`src/rtl/shift_deserializer_pkg.sv`:
```
// Shared definitions for the serial-to-parallel deserializer.
// Holds the default word width and FIFO depth, the bit-counter width
// for the default word width, and the framing FSM state encoding.
package shift_deserializer_pkg;

  localparam int N_DEF     = 8;
  localparam int DEPTH_DEF = 2;
  localparam int CNT_W     = $clog2(N_DEF);

  // IDLE: no bits of the current frame collected yet.
  // SHIFT: a frame is partially assembled.
  typedef enum logic {
    IDLE  = 1'b0,
    SHIFT = 1'b1
  } state_t;

endpackage

```
`src/rtl/shift_deserializer_fifo.sv`:
```
// deser_fifo: small synchronous FIFO that buffers completed words.
// Ports:
//   clk, rst        - clock; synchronous active-low reset
//   push, din       - write request and data (dropped when full with no pop)
//   pop             - read request (ignored when empty)
//   dout            - registered head word (0 after reset)
//   dout_valid      - FIFO non-empty
//   full            - FIFO holds DEPTH words
module deser_fifo
  import shift_deserializer_pkg::*;
#(
  parameter int N     = N_DEF,
  parameter int DEPTH = DEPTH_DEF
) (
  input  logic         clk,
  input  logic         rst,
  input  logic         push,
  input  logic [N-1:0] din,
  input  logic         pop,
  output logic [N-1:0] dout,
  output logic         dout_valid,
  output logic         full
);

  localparam int AW = $clog2(DEPTH);

  logic [N-1:0]  mem [DEPTH];
  logic [AW-1:0] wr_ptr;
  logic [AW-1:0] rd_ptr;
  logic [AW:0]   count;
  logic [N-1:0]  head;
  logic          empty;
  logic          do_push;
  logic          do_pop;

  assign empty      = (count == '0);
  assign full       = (count == (AW+1)'(DEPTH));
  assign do_pop     = pop && !empty;
  // A full FIFO still accepts a push when a pop frees a slot at the same edge.
  assign do_push    = push && (!full || do_pop);
  assign dout       = head;
  assign dout_valid = !empty;

  always_ff @(posedge clk) begin
    if (!rst) begin
      wr_ptr <= '0;
      rd_ptr <= '0;
      count  <= '0;
      head   <= '0;
    end else begin
      if (do_push) wr_ptr <= wr_ptr + AW'(1);
      if (do_pop)  rd_ptr <= rd_ptr + AW'(1);
      case ({do_push, do_pop})
        2'b10:   count <= count + (AW+1)'(1);
        2'b01:   count <= count - (AW+1)'(1);
        default: count <= count;
      endcase
      // The head register tracks what mem[rd_ptr] will hold after this edge.
      // An incoming word becomes the head when it is the only word left.
      if (do_push && (empty || (count == (AW+1)'(1) && do_pop)))
        head <= din;
      else if (do_pop)
        head <= mem[rd_ptr + AW'(1)];
    end
  end

  // NOTE: the storage array has no reset; validity is carried entirely by
  // count, so clearing it would only add reset fan-out for no benefit.
  always_ff @(posedge clk) begin
    if (do_push) mem[wr_ptr] <= din;
  end

endmodule

```
`src/rtl/shift_deserializer.sv`:
```
// shift_deserializer: reassembles N-bit words from a strobed serial stream,
// in MSB-first or LSB-first order, and queues them in a small FIFO.
// Ports:
//   clk, rst        - clock; synchronous active-low reset
//   sin, sin_valid  - serial bit and its qualifier
//   sync            - frame-align pulse, discards any partial word
//   msb_first       - bit order, latched on the first bit of each frame
//   dout, dout_valid, dout_ready - valid/ready word output
//   bit_cnt         - bits collected in the current frame
//   overflow        - sticky: a completed word was dropped (FIFO full)
//   clr_ovf         - clears overflow (a same-cycle new overflow wins)
module shift_deserializer
  import shift_deserializer_pkg::*;
#(
  parameter int N     = N_DEF,
  parameter int DEPTH = DEPTH_DEF
) (
  input  logic                 clk,
  input  logic                 rst,
  input  logic                 sin,
  input  logic                 sin_valid,
  input  logic                 sync,
  input  logic                 msb_first,
  output logic [N-1:0]         dout,
  output logic                 dout_valid,
  input  logic                 dout_ready,
  output logic [$clog2(N)-1:0] bit_cnt,
  output logic                 overflow,
  input  logic                 clr_ovf
);

  localparam int CW = $clog2(N);
  localparam logic [CW-1:0] LAST = CW'(N - 1);

  state_t         state;
  state_t         state_nxt;
  logic [N-1:0]   shreg;
  logic [N-1:0]   base;
  logic [N-1:0]   shifted;
  logic [CW-1:0]  cnt;
  logic           frame_msb;
  logic           first_bit;
  logic           eff_msb;
  logic           complete;
  logic           fifo_full;
  logic           pop;
  logic           ovf_event;

  assign bit_cnt = cnt;
  assign pop     = dout_valid && dout_ready;

  // State register.
  // NOTE: sequential blocks use non-blocking assignments so every register
  // samples the pre-edge values of the others, independent of block order.
  always_ff @(posedge clk) begin
    if (!rst) state <= IDLE;
    else      state <= state_nxt;
  end

  // Next-state logic.
  // NOTE: every combinational output gets a default first so no path leaves
  // it unassigned, which would infer a latch.
  always_comb begin
    state_nxt = state;
    if (sin_valid) begin
      if (sync || state == IDLE) state_nxt = SHIFT;
      else if (cnt == LAST)      state_nxt = IDLE;
    end else if (sync) begin
      state_nxt = IDLE;
    end
  end

  // Output / datapath decode.
  always_comb begin
    // sync restarts framing, so a coincident bit opens a new frame.
    first_bit = sin_valid && (state == IDLE || sync);
    eff_msb   = first_bit ? msb_first : frame_msb;
    base      = sync ? '0 : shreg;
    shifted   = eff_msb ? {base[N-2:0], sin} : {sin, base[N-1:1]};
    complete  = sin_valid && !sync && (cnt == LAST);
    ovf_event = complete && fifo_full && !pop;
  end

  always_ff @(posedge clk) begin
    if (!rst) begin
      shreg     <= '0;
      cnt       <= '0;
      frame_msb <= 1'b0;
      overflow  <= 1'b0;
    end else begin
      if (first_bit) frame_msb <= msb_first;

      if (complete) begin
        shreg <= '0;
        cnt   <= '0;
      end else if (sin_valid) begin
        shreg <= shifted;
        cnt   <= (sync ? '0 : cnt) + CW'(1);
      end else if (sync) begin
        shreg <= '0;
        cnt   <= '0;
      end

      if (ovf_event)    overflow <= 1'b1;
      else if (clr_ovf) overflow <= 1'b0;
    end
  end

  deser_fifo #(
    .N     (N),
    .DEPTH (DEPTH)
  ) u_fifo (
    .clk        (clk),
    .rst        (rst),
    .push       (complete),
    .din        (shifted),
    .pop        (pop),
    .dout       (dout),
    .dout_valid (dout_valid),
    .full       (fifo_full)
  );

endmodule

```
`config.mk`:
```
export PLATFORM = sky130hd
export DESIGN_NAME = shift_deserializer
export DESIGN_NICKNAME = d
export VERILOG_FILES = /design/src/rtl/shift_deserializer_pkg.sv /design/src/rtl/shift_deserializer_fifo.sv /design/src/rtl/shift_deserializer.sv
export SDC_FILE = /design/constraint.sdc
export NUM_CORES = 1
export LEC_CHECK = 0
export BUFFER_PORTS_ARGS = -buffer_cell sky130_fd_sc_hd__buf_2
export CAP_MARGIN = 10
export CORE_AREA = 2 2 63 65
export DETAILED_ROUTE_END_ITERATION = 10
export DIE_AREA = 0 0 65 67
export PLACE_DENSITY = 0.8
export SYNTH_ARGS = -nofsm -noshare
export SYNTH_HDL_FRONTEND = slang
export SYNTH_SLANG_ARGS = --single-unit
```
`constraint.sdc`:
```
create_clock -name clk -period 4.3 [get_ports clk]
set_clock_uncertainty 0.1 [all_clocks]
set_input_delay 1.075 -clock clk [delete_from_list [all_inputs] [get_ports clk]]
set_output_delay 1.075 -clock clk [all_outputs]
set_load 0.1 [all_outputs]
```
[Word level (Yosys, flattened, before mapping)]
Memories as Yosys holds them, arrays and structs flattened.
Cells that the tools add are included.
Word-level totals
  memories kept: 1
  flip-flop bits (word level): 26
  logic and storage cells: 64
  RAM bits: 16
  output and inout port bits: 13
  input port bits: 8
Cells by class
  mux-type cells: 17
  add/subtract/negate cells: 5
  eq/ne operators: 6
  bitwise operators: 2
  reduce and logical (&&, ||, !) cells: 24
Memory list
  u_fifo.mem: depth 2, width 8, rd ports 1, clocked after memory_dff 0, write ports 1, line shift_deserializer_fifo.sv:27  | logic [N-1:0] mem [DEPTH];
Operators with widths (count)
  $mux 8: 5
  $logic_and 1x1->1: 10
  $mux 1: 9
  $reduce_bool 2->1: 4
  $mux 3: 2
  $eq 2x1->1 const B: 2
  $eq 2x2->1 const B: 2
  $logic_not 1->1: 4
  $pmux 2 s2: 1
  $add 3x1->3 const B: 1
  $eq 3x3->1 const B: 1
  $logic_or 1x1->1: 3
  $ne 3x1->1 const B: 1
  $add 1x1->1 const B: 2
  $add 2x1->2 const B: 1
  $logic_not 2->1: 1
  $not 1->1: 2
  $reduce_and 2->1: 1
  $reduce_or 2->1: 1
  $sub 2x1->2 const B: 1

[Longest topological paths before layout]
Gate-level depths: netlist (run 1).
  word-level depth: 8
  gate-level depth with buffers: 10
  depth with buffers taken out: 8

[By module]
From an unflattened synthesis (run 1), not the netlist that was laid out.
Second synthesis, totals
  cells, all modules: 188
  area, all modules: 2005.7 um^2
By module, submodules not included
  deser_fifo: sequential area each 720.7 um^2, area each 1188.6 um^2, times used 1, cells each 90
  shift_deserializer: sequential area each 280.3 um^2, area each 817.0 um^2, times used 1, cells each 98

[Worst setup path before layout (run 1)]
No wires, ideal clock.
  path type: reg-to-reg
  start point: register cnt[0] (netlist: bit_cnt[0])
  end point: memory u_fifo.mem[1][0] in the netlist's numbering (enable)
  period minus slack after synthesis: 2485 ps
  stages on the path, launching flop included: 4
  data required time: 3829 ps
  buffers on the path: 0
  slack: 1815 ps
  arrival time: 2014 ps
  setup time: 371 ps
  cell sequence: dfxtp_1 nand4_1 a211o_1 nor2_1
On the way
  word-level cells in the longest chain between the ends: 5
RTL lines
  from (decl): line shift_deserializer.sv:40  | logic [CW-1:0] cnt;
  from (signal assigned): line shift_deserializer.sv:98  | cnt <= (sync ? '0 : cnt) + CW'(1);
  $eq 3x3->1: line shift_deserializer.sv:80  | complete = sin_valid && !sync && (cnt == LAST);
  $logic_and 1x1->1: line shift_deserializer.sv:80
  $logic_and 1x1->1: line shift_deserializer_fifo.sv:40  | assign do_push = push && (!full || do_pop);
  $mux 1: line shift_deserializer_fifo.sv:70  | if (do_push) mem[wr_ptr] <= din;
  $mux 1 (implied by the code): line shift_deserializer_fifo.sv:70
  to (decl): line shift_deserializer_fifo.sv:27
No other way between the ends.

[Worst setup path after layout (run 1)]
  start point: input sin_valid
  end point: memory u_fifo.mem[0][6] in the netlist's numbering (enable)
On the way
  word-level cells in the longest chain between the ends: 5
RTL lines
  from (decl): line shift_deserializer.sv:21  | input logic sin_valid,
  $logic_and 1x1->1 (2 in a row): line shift_deserializer.sv:80
  $logic_and 1x1->1: line shift_deserializer_fifo.sv:40
  $mux 1: line shift_deserializer_fifo.sv:70
  $mux 1 (implied by the code): line shift_deserializer_fifo.sv:70
No other way between the ends.

==> metrics.log, run 1 <==
INFO  metric drt_wl_total = 4010 um
INFO  metric regToRegSetupSlack = 1580 ps
INFO  metric count_of_hold_fix_buffers_inserted_at_cts = 0
INFO  metric maxUsedRoutingLayer = met4
INFO  metric post-cts-setup-buffer-count = 0
INFO  metric synth_flop_cell = sky130_fd_sc_hd__dfxtp_1
INFO  metric critPathTopFamily = simple AND/OR/NAND/NOR gates
INFO  metric worstSetupEndpointType = register
INFO  metric top_level_ports = 21
INFO  metric rows = 22
INFO  metric least_setup_slack_across_all_paths_after_layout = 1370 ps
INFO  metric overflow = 0
INFO  metric cts_root_buf = sky130_fd_sc_hd__clkbuf_8
INFO  metric ctsHtreeMaxLevel = 2
INFO  metric gp_congestion = 0.783
INFO  metric post_route_cells_drive_above_1_share = 17.1%
INFO  metric die_width = 65 um
INFO  metric fmaxAchievable = 342 MHz
INFO  metric synth_top_area_share = 24.1%
INFO  metric core-area = 3610 sq um
INFO  metric drt_iter0_drc = 107
INFO  metric timing.hold.worst_endpoint = shreg[0]$_SDFF_PP0_
INFO  metric synth_seq_area_share = 46.3%
INFO  metric worst-path-max-fanout = 33
INFO  metric top_post_synthesis_cells_by_count = 26 x sky130_fd_sc_hd__dfxtp_1, 25 x sky130_fd_sc_hd__nor2_1, 20 x sky130_fd_sc_hd__mux2i_1, 16 x sky130_fd_sc_hd__edfxtp_1, 12 x sky130_fd_sc_hd__o21ai_0
INFO  metric async_flop_share = 0%
INFO  metric run_status = finished clean
INFO  metric hold_path_startpoint = shreg[0]$_SDFF_PP0_
INFO  metric avg_inst_size_synth = 10.1 sq um
INFO  metric port_buffers = 20
INFO  metric drcViolationCount = 0
INFO  metric fin_cells = 276
INFO  metric slew_headroom = 48.7%
INFO  metric clk-insertion-delay-late = 300 ps
INFO  metric finalPower = 0.802 mW
INFO  metric global_route.usage.total = 21.6%
INFO  metric worstHoldPathCells = 2
INFO  metric final_max_slew_viol_count = 0
INFO  metric power_density = 340 nW/um^2
INFO  metric floorplan.die_area = 4360 sq um
INFO  metric flip_flop_and_latch_count_after_synthesis = 42
INFO  metric worstReg2RegEnd = u_fifo.mem[0][6]$_DFFE_PP_
INFO  metric finalSetupViolations = 0
INFO  metric cp.buffers_inverters = 1
INFO  metric min_path_type = reg2reg
INFO  metric buffer_levels_on_the_longest_clock_path = 2
INFO  metric detailedPlacementHpwl = 2790 um
INFO  metric rr_worst_depth = 5
INFO  metric dr_wl_cell = 14.5 um
INFO  metric finalNetCount = 240
INFO  metric multi_input_comb_area = 1050 sq um
INFO  metric period_needed = 2930 ps
INFO  metric netlist_top_cells_area = sky130_fd_sc_hd__dfxtp_1 24%, sky130_fd_sc_hd__edfxtp_1 22%, sky130_fd_sc_hd__mux2i_1 9.3%, sky130_fd_sc_hd__nor2_1 4.3%, sky130_fd_sc_hd__ha_1 2.9%
INFO  metric drv.max_cap_violation_count = 0
INFO  metric startpoint_type = input pin
INFO  metric worst_r2r_start = u_fifo.count[0]$_SDFFE_PN0P_
INFO  metric drtPass1Iterations = 5
INFO  metric power.leakage = 0.915 nW
INFO  metric wl_met3 = 212 um
INFO  metric most_used_standard_cell_by_instance_count_after_synthesis = sky130_fd_sc_hd__dfxtp_1
INFO  metric postCtsResizedCells = 0
INFO  metric syn_nets = 226
INFO  metric timing_hold_violations_final = 0
INFO  metric drt.antenna.violating_nets = 0
INFO  metric route.vias.total = 1564
INFO  metric antenna_violations_before_repair = 0
INFO  metric timing.hold.ws = 399 ps
INFO  metric synth.yosys.warnings = 0
INFO  metric dieHeight = 67 um
INFO  metric netlist_area = 2160 sq um
INFO  metric synth_edf_count = 16
INFO  metric max-vdd-ir-drop = 0.214 mV
INFO  metric cp_cell_sequence = buf_2 -> nand4_1 -> a211o_1 -> nor2_1
INFO  metric cts-buffers-inserted = 5
INFO  metric final.setup.tns = 0 ps
INFO  metric crit_arrival = 2760 ps
INFO  metric detailroute.wirelength.met2 = 1870 um
INFO  metric max_slew.worst_pin.slew = 769 ps
INFO  metric antenna_cells = 0
INFO  metric syn_to_final_growth = 9.09%
INFO  metric path_clk_slew = 70 ps
INFO  metric detailedPlace.worstSlack = 1070 ps
INFO  metric wire_length_of_the_first_global_routing_pass = 7040 um
INFO  metric crit_type = in2reg
INFO  metric rsz_0062_raised_after_global_routing = no
INFO  metric regArea = 1000 sq um
INFO  metric synth.distinct_cells = 41
INFO  metric netlist_instances = 213
INFO  metric first_global_vias = 1483
INFO  metric worst-endpoint-required = 4130 ps
INFO  metric initial_core_util = 59.9%
INFO  metric maximum_number_of_pins_on_one_net_before_global_route_repair = 34
INFO  metric wl_met1 = 1860 um
INFO  metric tritoncts = done
INFO  metric finalCritPeriodShare = 68.1%
INFO  metric post-synth-top-area-cell = sky130_fd_sc_hd__dfxtp_1
INFO  metric vias_per_std_cell = 5.67
INFO  metric critical-path-slowest-cell = sky130_fd_sc_hd__nor2_1
INFO  metric critical-path-max-stage-delay = 560 ps
INFO  metric number_of_cells_after_detailed_placement = 268
INFO  metric num-fill-cells = 297
INFO  metric numClockSinks = 42
## cell type report
| class | count | share of cell area, % |
|---|---|---|
| Tap cell | 48 | 2.55 |
| Timing Repair Buffer | 20 | 4.25 |
| Clock inverter | 2 | 1.59 |
| Inverter | 10 | 1.59 |
| Clock buffer | 6 | 3.08 |
| Multi-Input combinational cell | 148 | 44.5 |
| Sequential cell | 42 | 42.5 |
## layout by cell type, fill, tap and decap left out, types with 2 or more instances in the layout
cell type and n:
sky130_fd_sc_hd__and2_1 5, sky130_fd_sc_hd__edfxtp_1 16, sky130_fd_sc_hd__nand3b_1 3, sky130_fd_sc_hd__clkbuf_8 5, sky130_fd_sc_hd__inv_1 10, sky130_fd_sc_hd__nor3b_1 2
sky130_fd_sc_hd__nor2b_1 5, sky130_fd_sc_hd__a211oi_1 7, sky130_fd_sc_hd__dfxtp_1 26, sky130_fd_sc_hd__mux2_2 5, sky130_fd_sc_hd__a21oi_1 11, sky130_fd_sc_hd__xnor2_1 4
sky130_fd_sc_hd__nand2b_1 4, sky130_fd_sc_hd__o21ai_0 12, sky130_fd_sc_hd__nand3_1 5, sky130_fd_sc_hd__ha_1 5, sky130_fd_sc_hd__nand2_1 9, sky130_fd_sc_hd__nor2_1 25
sky130_fd_sc_hd__o22ai_1 8, sky130_fd_sc_hd__mux2i_1 20, sky130_fd_sc_hd__buf_2 20
## flip-flops by register name (all words and copies together) (netlist names)
name,count
bit_cnt,3
frame_msb,1
overflow,1
shreg,8
state,1
u_fifo.count,2
u_fifo.dout,8
u_fifo.mem,16
u_fifo.rd_ptr,1
u_fifo.wr_ptr,1
## worst reg2reg max path, cell delays in order, from the launching register on
cell and delay [ps]:
sky130_fd_sc_hd__dfxtp_1 380, sky130_fd_sc_hd__inv_1 80, sky130_fd_sc_hd__ha_1 230, sky130_fd_sc_hd__nand2b_1 500
sky130_fd_sc_hd__a211o_1 500, sky130_fd_sc_hd__nor2_1 560
## cell families after synthesis
family | Yosys count | synth area share, %
compound gates | 48 | 14.9
xor+xnor | 5 | 2.03
fa+ha+maj | 5 | 2.90
buf+inv | 23 | 5.15
flops | 42 | 46.3
mux | 26 | 12.9
simple gates | 64 | 15.7
## layer usage
layer	track usage [%]	vias to the layer above
met2	35.7	47
met3	5.57	10
met1	27.7	722
met5	0	-
li1	-	785
met4	6.91	0
## worst max-delay path by stage
stage | cells after the start | endpoint | startpoint | slack [ps]
floorplan | 3 | u_fifo.mem[1][0]$_DFFE_PP_ | bit_cnt[0]$_SDFF_PP0_ | 1820
global placement | 4 | u_fifo.mem[1][5]$_DFFE_PP_ | sin_valid | 1160
detailed placement | 4 | u_fifo.mem[0][5]$_DFFE_PP_ | sin_valid | 1070
CTS | 4 | u_fifo.mem[0][6]$_DFFE_PP_ | sin_valid | 1380
global route | 4 | u_fifo.mem[0][6]$_DFFE_PP_ | sin_valid | 1210
finish | 4 | u_fifo.mem[0][6]$_DFFE_PP_ | sin_valid | 1370
## per-stage QoR
step,utilization (%),area [sq um]
6_report,65.4,2360
5_1_grt,65.4,2360
3_5_place_dp,62.3,2250
4_1_cts,65.4,2360
2_1_floorplan,-,2160
3_3_place_gp,62.3,2250
## power by group
group / switching [mW] / internal [mW] / total [mW]
combinational: 0.0450 / 0.0253 / 0.0703
sequential: 0.00824 / 0.417 / 0.426
clock: 0.133 / 0.173 / 0.306
total: 0.186 / 0.616 / 0.802
(Power assumes the default switching activity.)
==> run 2, diff against run 1 <==
CORE_AREA = 2 2 67 69   (was 2 2 63 65)
DIE_AREA = 0 0 69 71   (was 0 0 65 67)
PLACE_DENSITY = 0.74   (was 0.8)
clock period = 2.55 ns   (was 4.3 ns; I/O delays follow)
==> metrics.log, run 2 (synthesized netlist as in run 1, its figures left out) <==
INFO  metric postCtsResizedCells = 0 (unchanged)
INFO  metric finalCritPeriodShare = 87.0%
INFO  metric power.leakage = 0.928 nW (was 0.915 nW)
INFO  metric post_route_cells_drive_above_1_share = 19.0% (was 17.1%)
INFO  metric numClockSinks = 42 (unchanged)
INFO  metric port_buffers = 20 (unchanged)
INFO  metric largest_register_ffs = 16 (unchanged)
INFO  metric fmaxAchievable = 451 MHz
INFO  metric period_needed = 2220 ps
INFO  metric drcViolationCount = 0 (unchanged)
INFO  metric antenna_cells = 0 (unchanged)
INFO  metric timing_hold_violations_final = 0 (unchanged)
INFO  metric crit_type = reg2out (was in2reg)
INFO  metric dr_wl_cell = 14.4 um (was 14.5 um)
INFO  metric final_area = 2370 sq um (was 2360 sq um)
INFO  metric maximum_number_of_pins_on_one_net_before_global_route_repair = 33 (was 34)
INFO  metric initial_core_util = 51.4% (was 59.9%)
INFO  metric post-cts-setup-buffer-count = 0 (unchanged)
INFO  metric final_max_slew_viol_count = 0 (unchanged)
INFO  metric finalSetupViolations = 0 (unchanged)
INFO  metric gp_congestion = 0.793 (was 0.783)
INFO  metric drt_wl_total = 4100 um (was 4010 um)
INFO  metric wire_length_of_the_first_global_routing_pass = 7220 um (was 7040 um)
INFO  metric crit_arrival = 1480 ps (was 2760 ps)
INFO  metric top_level_ports = 21 (unchanged)
INFO  metric final.setup.tns = 0 ps (unchanged)
INFO  metric overflow = 0 (unchanged)
INFO  metric drt_iter0_drc = 55 (was 107)
INFO  metric run_status = finished clean (unchanged)
INFO  metric placedInstanceArea = 2280 sq um (was 2250 sq um)
INFO  metric ctsHtreeMaxLevel = 2 (unchanged)
INFO  metric syn_to_final_growth = 9.79% (was 9.09%)
INFO  metric cts_root_buf = sky130_fd_sc_hd__clkbuf_8 (unchanged)
INFO  metric worst-path-max-fanout = 4 (was 33)
INFO  metric global_route.usage.total = 18.3% (was 21.6%)
INFO  metric path_clk_slew = 80 ps (was 70 ps)
INFO  metric rsz_0062_raised_after_global_routing = no (unchanged)
INFO  metric slew_headroom = 62.9% (was 48.7%)
INFO  metric die_width = 69 um (was 65 um)
INFO  metric dieHeight = 71 um (was 67 um)
INFO  metric route.vias.total = 1582 (was 1564)
INFO  metric clk-insertion-delay-late = 300 ps (about the same)
INFO  metric max_slew.worst_pin.slew = 555 ps (was 769 ps)
INFO  metric power_density = 532 nW/um^2 (was 340 nW/um^2)
INFO  metric most-common-layout-cells = 26 x sky130_fd_sc_hd__dfxtp_1, 25 x sky130_fd_sc_hd__nor2_1, 20 x sky130_fd_sc_hd__mux2i_1, 20 x sky130_fd_sc_hd__buf_2, 16 x sky130_fd_sc_hd__edfxtp_1 (unchanged)
INFO  metric num-fill-cells = 394 (was 297)
INFO  metric drv.max_cap_violation_count = 0 (unchanged)
INFO  metric detailedPlacementHpwl = 2850 um (was 2790 um)
INFO  metric buffer_levels_on_the_longest_clock_path = 2 (unchanged)
INFO  metric count_of_hold_fix_buffers_inserted_at_cts = 0 (unchanged)
INFO  metric startpoint_type = register (was input pin)
INFO  metric worstSetupEndpointType = output port (was register)
INFO  metric tritoncts = done (unchanged)
INFO  metric max-vdd-ir-drop = 0.353 mV (was 0.214 mV)
INFO  metric min_path_type = reg2reg (unchanged)
INFO  metric core-area = 4200 sq um (was 3610 sq um)
INFO  metric cts-buffers-inserted = 5 (unchanged)
INFO  metric regMostFlops = u_fifo.mem (unchanged)
INFO  metric drtPass1Iterations = 4 (was 5)
INFO  metric final_common_cell = sky130_fd_sc_hd__dfxtp_1 (unchanged)
INFO  metric vias_per_std_cell = 5.57 (was 5.67)
INFO  metric first_global_vias = 1507 (was 1483)
INFO  metric finalNetCount = 244 (was 240)
INFO  metric antenna_violations_before_repair = 0 (unchanged)
INFO  metric worst-endpoint-required = 1810 ps (was 4130 ps)
INFO  metric rows = 24 (was 22)
INFO  metric drt.antenna.violating_nets = 0 (unchanged)
INFO  metric floorplan.die_area = 4900 sq um (was 4360 sq um)
run 2: changes by cell type in the layout (fill, tap and decap cells not counted):
cell / change
sky130_fd_sc_hd__clkbuf_1: -1
sky130_fd_sc_hd__clkinv_2: +1
sky130_fd_sc_hd__buf_4: +4
sky130_fd_sc_hd__clkinv_4: +1
sky130_fd_sc_hd__bufinv_16: -1
run 2: area by class of cell:
| type | count | area, sq um | share of cell area [%] |
|---|---|---|---|
| Multi-Input combinational cell | 148 | 1050 | 44.2 |
| Sequential cell | 42 | 1000 | 42.2 |
| Timing Repair Buffer | 24 | 130 | 5.49 |
| Clock buffer | 5 | 68.8 | 2.90 |
| Tap cell | 52 | 65.1 | 2.74 |
| Inverter | 10 | 37.5 | 1.58 |
| Clock inverter | 3 | 21.3 | 0.897 |
run 2: path summary, 6_finish.rpt:
check / startpoint / end / slack (ps) / cells past startpoint
worst max-delay path: u_fifo.count[0]$_SDFFE_PN0P_ / dout_valid / 330 / 4
worst min register to register: shreg[7]$_SDFF_PP0_ / shreg[7]$_SDFF_PP0_ / 410 / 2
worst min-delay path: shreg[7]$_SDFF_PP0_ / shreg[7]$_SDFF_PP0_ / 410 / 2
worst max register to register: u_fifo.count[0]$_SDFFE_PN0P_ / u_fifo.count[1]$_SDFFE_PN0P_ / 500 / 8
run 2: through the flow:
stage / worst slack [ps] / util [%] / total power, mW / hold slack [ps] / cells
finish: 332 / 56.4 / 1.26 / 406 / 284
global placement: 454 / 54.3 / 0.847 / 387 / 276
detailed placement: 418 / 54.3 / 0.850 / 397 / 276
floorplan: 65.3 / - / 0.826 / 348 / 213
global route: 246 / 56.4 / 1.31 / 441 / 284
CTS: 324 / 56.4 / 1.27 / 408 / 284
run 2: per-layer routing:
layer	part of all wire [%]	global-route usage, %
met5	0	0
met2	47	30.3
met1	47	24.0
met4	1.2	5.23
met3	5.0	4.70
run 2: power by group:
group          switching, mW  internal, mW
clock network          0.236         0.192
registers             0.0135         0.704
logic                 0.0739        0.0436
run 2: worst max-delay path: stages, from the launching register on:
cell                      delay (ps)
sky130_fd_sc_hd__dfxtp_1         380
sky130_fd_sc_hd__inv_1            80
sky130_fd_sc_hd__ha_1            240
sky130_fd_sc_hd__inv_1            60
sky130_fd_sc_hd__buf_2           410
==> run 3, diff against run 2 <==
CELL_PAD_IN_SITES_DETAIL_PLACEMENT = 1   (was unset)
CELL_PAD_IN_SITES_GLOBAL_PLACEMENT = 2   (was unset)
CORE_AREA = 2 2 83 85   (was 2 2 67 69)
DIE_AREA = 0 0 85 87   (was 0 0 69 71)
PLACE_DENSITY = unset   (was 0.74)
PLACE_DENSITY_LB_ADDON = 0.1   (was unset)
==> metrics.log, run 3 (synthesized netlist as in run 1, its figures left out) <==
INFO  metric post-cts-setup-buffer-count = 0 (unchanged)
INFO  metric num-fill-cells = 754 (was 394)
INFO  metric critical-path-max-stage-delay = 410 ps (about the same)
INFO  metric min_path_type = reg2reg (unchanged)
INFO  metric antenna_violations_before_repair = 0 (unchanged)
INFO  metric timing.hold.ws = 401 ps (was 406 ps)
INFO  metric port_buffers = 20 (unchanged)
INFO  metric overflow = 0 (unchanged)
INFO  metric startpoint_type = register (unchanged)
INFO  metric cp_common_cell = sky130_fd_sc_hd__inv_1 (unchanged)
INFO  metric antenna_cells = 0 (unchanged)
INFO  metric worst-path-max-fanout = 4 (unchanged)
INFO  metric initial_core_util = 32.9% (was 51.4%)
INFO  metric finalSetupViolations = 0 (unchanged)
INFO  metric crit_type = reg2out (unchanged)
INFO  metric finalNetCount = 246 (was 244)
INFO  metric crit_arrival = 1460 ps (was 1480 ps)
INFO  metric numClockSinks = 42 (unchanged)
INFO  metric gp_congestion = 0.711 (was 0.793)
INFO  metric maximum_number_of_pins_on_one_net_before_global_route_repair = 24 (was 33)
INFO  metric period_needed = 2190 ps (was 2220 ps)
INFO  metric finalCritPeriodShare = 86.0% (was 87.0%)
INFO  metric drtPass1Iterations = 4 (unchanged)
INFO  metric fmaxAchievable = 456 MHz (was 451 MHz)
INFO  metric route.vias.total = 1610 (was 1582)
INFO  metric worst-endpoint-required = 1810 ps (about the same)
INFO  metric regToRegSetupSlack = 490 ps (was 500 ps)
INFO  metric power_density = 561 nW/um^2 (was 532 nW/um^2)
INFO  metric final.setup.tns = 0 ps (unchanged)
INFO  metric dieHeight = 87 um (was 71 um)
INFO  metric ctsHtreeMaxLevel = 2 (unchanged)
INFO  metric core-area = 6570 sq um (was 4200 sq um)
INFO  metric buffer_levels_on_the_longest_clock_path = 2 (unchanged)
INFO  metric final_common_cell = sky130_fd_sc_hd__dfxtp_1 (unchanged)
INFO  metric postCtsResizedCells = 0 (unchanged)
INFO  metric wire_length_of_the_first_global_routing_pass = 8640 um (was 7220 um)
INFO  metric rsz_0062_raised_after_global_routing = no (unchanged)
INFO  metric drcViolationCount = 0 (unchanged)
INFO  metric drt_wl_total = 5220 um (was 4100 um)
INFO  metric cts_root_buf = sky130_fd_sc_hd__clkbuf_8 (unchanged)
INFO  metric most-common-layout-cells = 26 x sky130_fd_sc_hd__dfxtp_1, 25 x sky130_fd_sc_hd__nor2_1, 20 x sky130_fd_sc_hd__mux2i_1, 20 x sky130_fd_sc_hd__buf_2, 16 x sky130_fd_sc_hd__edfxtp_1 (unchanged)
INFO  metric fin_cells = 314 (was 284)
INFO  metric worstSetupEndpointType = output port (unchanged)
INFO  metric number_of_cells_after_detailed_placement = 306 (was 276)
INFO  metric detailedPlacementHpwl = 3780 um (was 2850 um)
INFO  metric largest_register_ffs = 16 (unchanged)
INFO  metric floorplan.die_area = 7400 sq um (was 4900 sq um)
INFO  metric drv.max_cap_violation_count = 0 (unchanged)
INFO  metric placedInstanceArea = 2330 sq um (was 2280 sq um)
INFO  metric count_of_hold_fix_buffers_inserted_at_cts = 0 (unchanged)
INFO  metric post_route_cells_drive_above_1_share = 19.7% (was 19.0%)
INFO  metric cts-buffers-inserted = 5 (unchanged)
INFO  metric final_area = 2440 sq um (was 2370 sq um)
INFO  metric cp_cell_sequence = inv_1 -> ha_1 -> inv_1 -> buf_2 (unchanged)
INFO  metric rows = 30 (was 24)
INFO  metric path_clk_slew = 80 ps (about the same)
INFO  metric top_level_ports = 21 (unchanged)
INFO  metric tritoncts = done (unchanged)
INFO  metric critical-path-slowest-cell = sky130_fd_sc_hd__buf_2 (unchanged)
INFO  metric final_max_slew_viol_count = 0 (unchanged)
INFO  metric global_route.usage.total = 15.3% (was 18.3%)
INFO  metric vias_per_std_cell = 5.13 (was 5.57)
INFO  metric regMostFlops = u_fifo.mem (unchanged)
INFO  metric run_status = finished clean (unchanged)
INFO  metric first_global_vias = 1761 (was 1507)
INFO  metric max-vdd-ir-drop = 0.228 mV (was 0.353 mV)
INFO  metric syn_to_final_growth = 13.0% (was 9.79%)
INFO  metric power.leakage = 0.950 nW (was 0.928 nW)
INFO  metric die_width = 85 um (was 69 um)
INFO  metric drt.antenna.violating_nets = 0 (unchanged)
INFO  metric timing_hold_violations_final = 0 (unchanged)
INFO  metric clk-insertion-delay-late = 300 ps (about the same)
INFO  metric dr_wl_cell = 16.6 um (was 14.4 um)
INFO  metric drt_iter0_drc = 90 (was 55)
INFO  metric slew_headroom = 62.9% (about the same)
INFO  metric max_slew.worst_pin.slew = 555 ps (about the same)
==> run 3: cell count changes in the layout (fill, tap and decap cells not counted), sizes merged <==
cell	previous run	this run
clkinvlp	1	0
buf	24	26
bufinv	0	1
==> run 3: worst paths after layout <==
check | endpoint | cells after the start | startpoint
worst max-delay path | dout_valid | 4 | u_fifo.count[0]$_SDFFE_PN0P_
worst min-delay path | shreg[0]$_SDFF_PP0_ | 2 | shreg[0]$_SDFF_PP0_
worst max register to register | u_fifo.count[0]$_SDFFE_PN0P_ | 7 | u_fifo.count[0]$_SDFFE_PN0P_
worst min register to register | shreg[0]$_SDFF_PP0_ | 2 | shreg[0]$_SDFF_PP0_
==> run 3: final cells by class <==
type                    instances  area [sq um]  area share, %
repair buffers                 26           145           5.95
multi-input cells             148          1050           43.0
clock inverters                 3          40.0           1.64
flip-flops and latches         42          1000           41.0
clock buffers                   5          68.8           2.82
well taps                      80           100           4.10
inverters                      10          37.5           1.54
==> run 3: metrics by stage <==
stage	util (%)	power, mW	worst slack, ps
floorplan	-	0.826	65.3
global placement	35.5	0.853	400
detailed placement	35.5	0.858	361
CTS	37.2	1.39	335
global route	37.2	1.43	245
finish	37.2	1.37	357
==> run 3: power by group <==
part | leakage, nW | switching (mW) | internal [mW]
combinational | 0.533 | 0.0776 | 0.0447
clock | 0.0579 | 0.239 | 0.288
sequential | 0.359 | 0.0150 | 0.704
total | 0.950 | 0.332 | 1.04
==> run 3: routing by layer <==
layer / vias up / GRT usage, % / routed length [um]
met5: - / 0 / 0
met4: 0 / 6.06 / 78
met3: 7 / 2.94 / 160
met2: 27 / 27.4 / 2640
met1: 778 / 17.9 / 2340
li1: 798 / - / -
==> run 3: worst max-delay path, delay by kind of cell (launching register included) <==
kind                     cells  cell delay (ps)
buffers and inverters        3              550
adder cells (fa/ha/maj)      1              230
flip-flops                   1              380
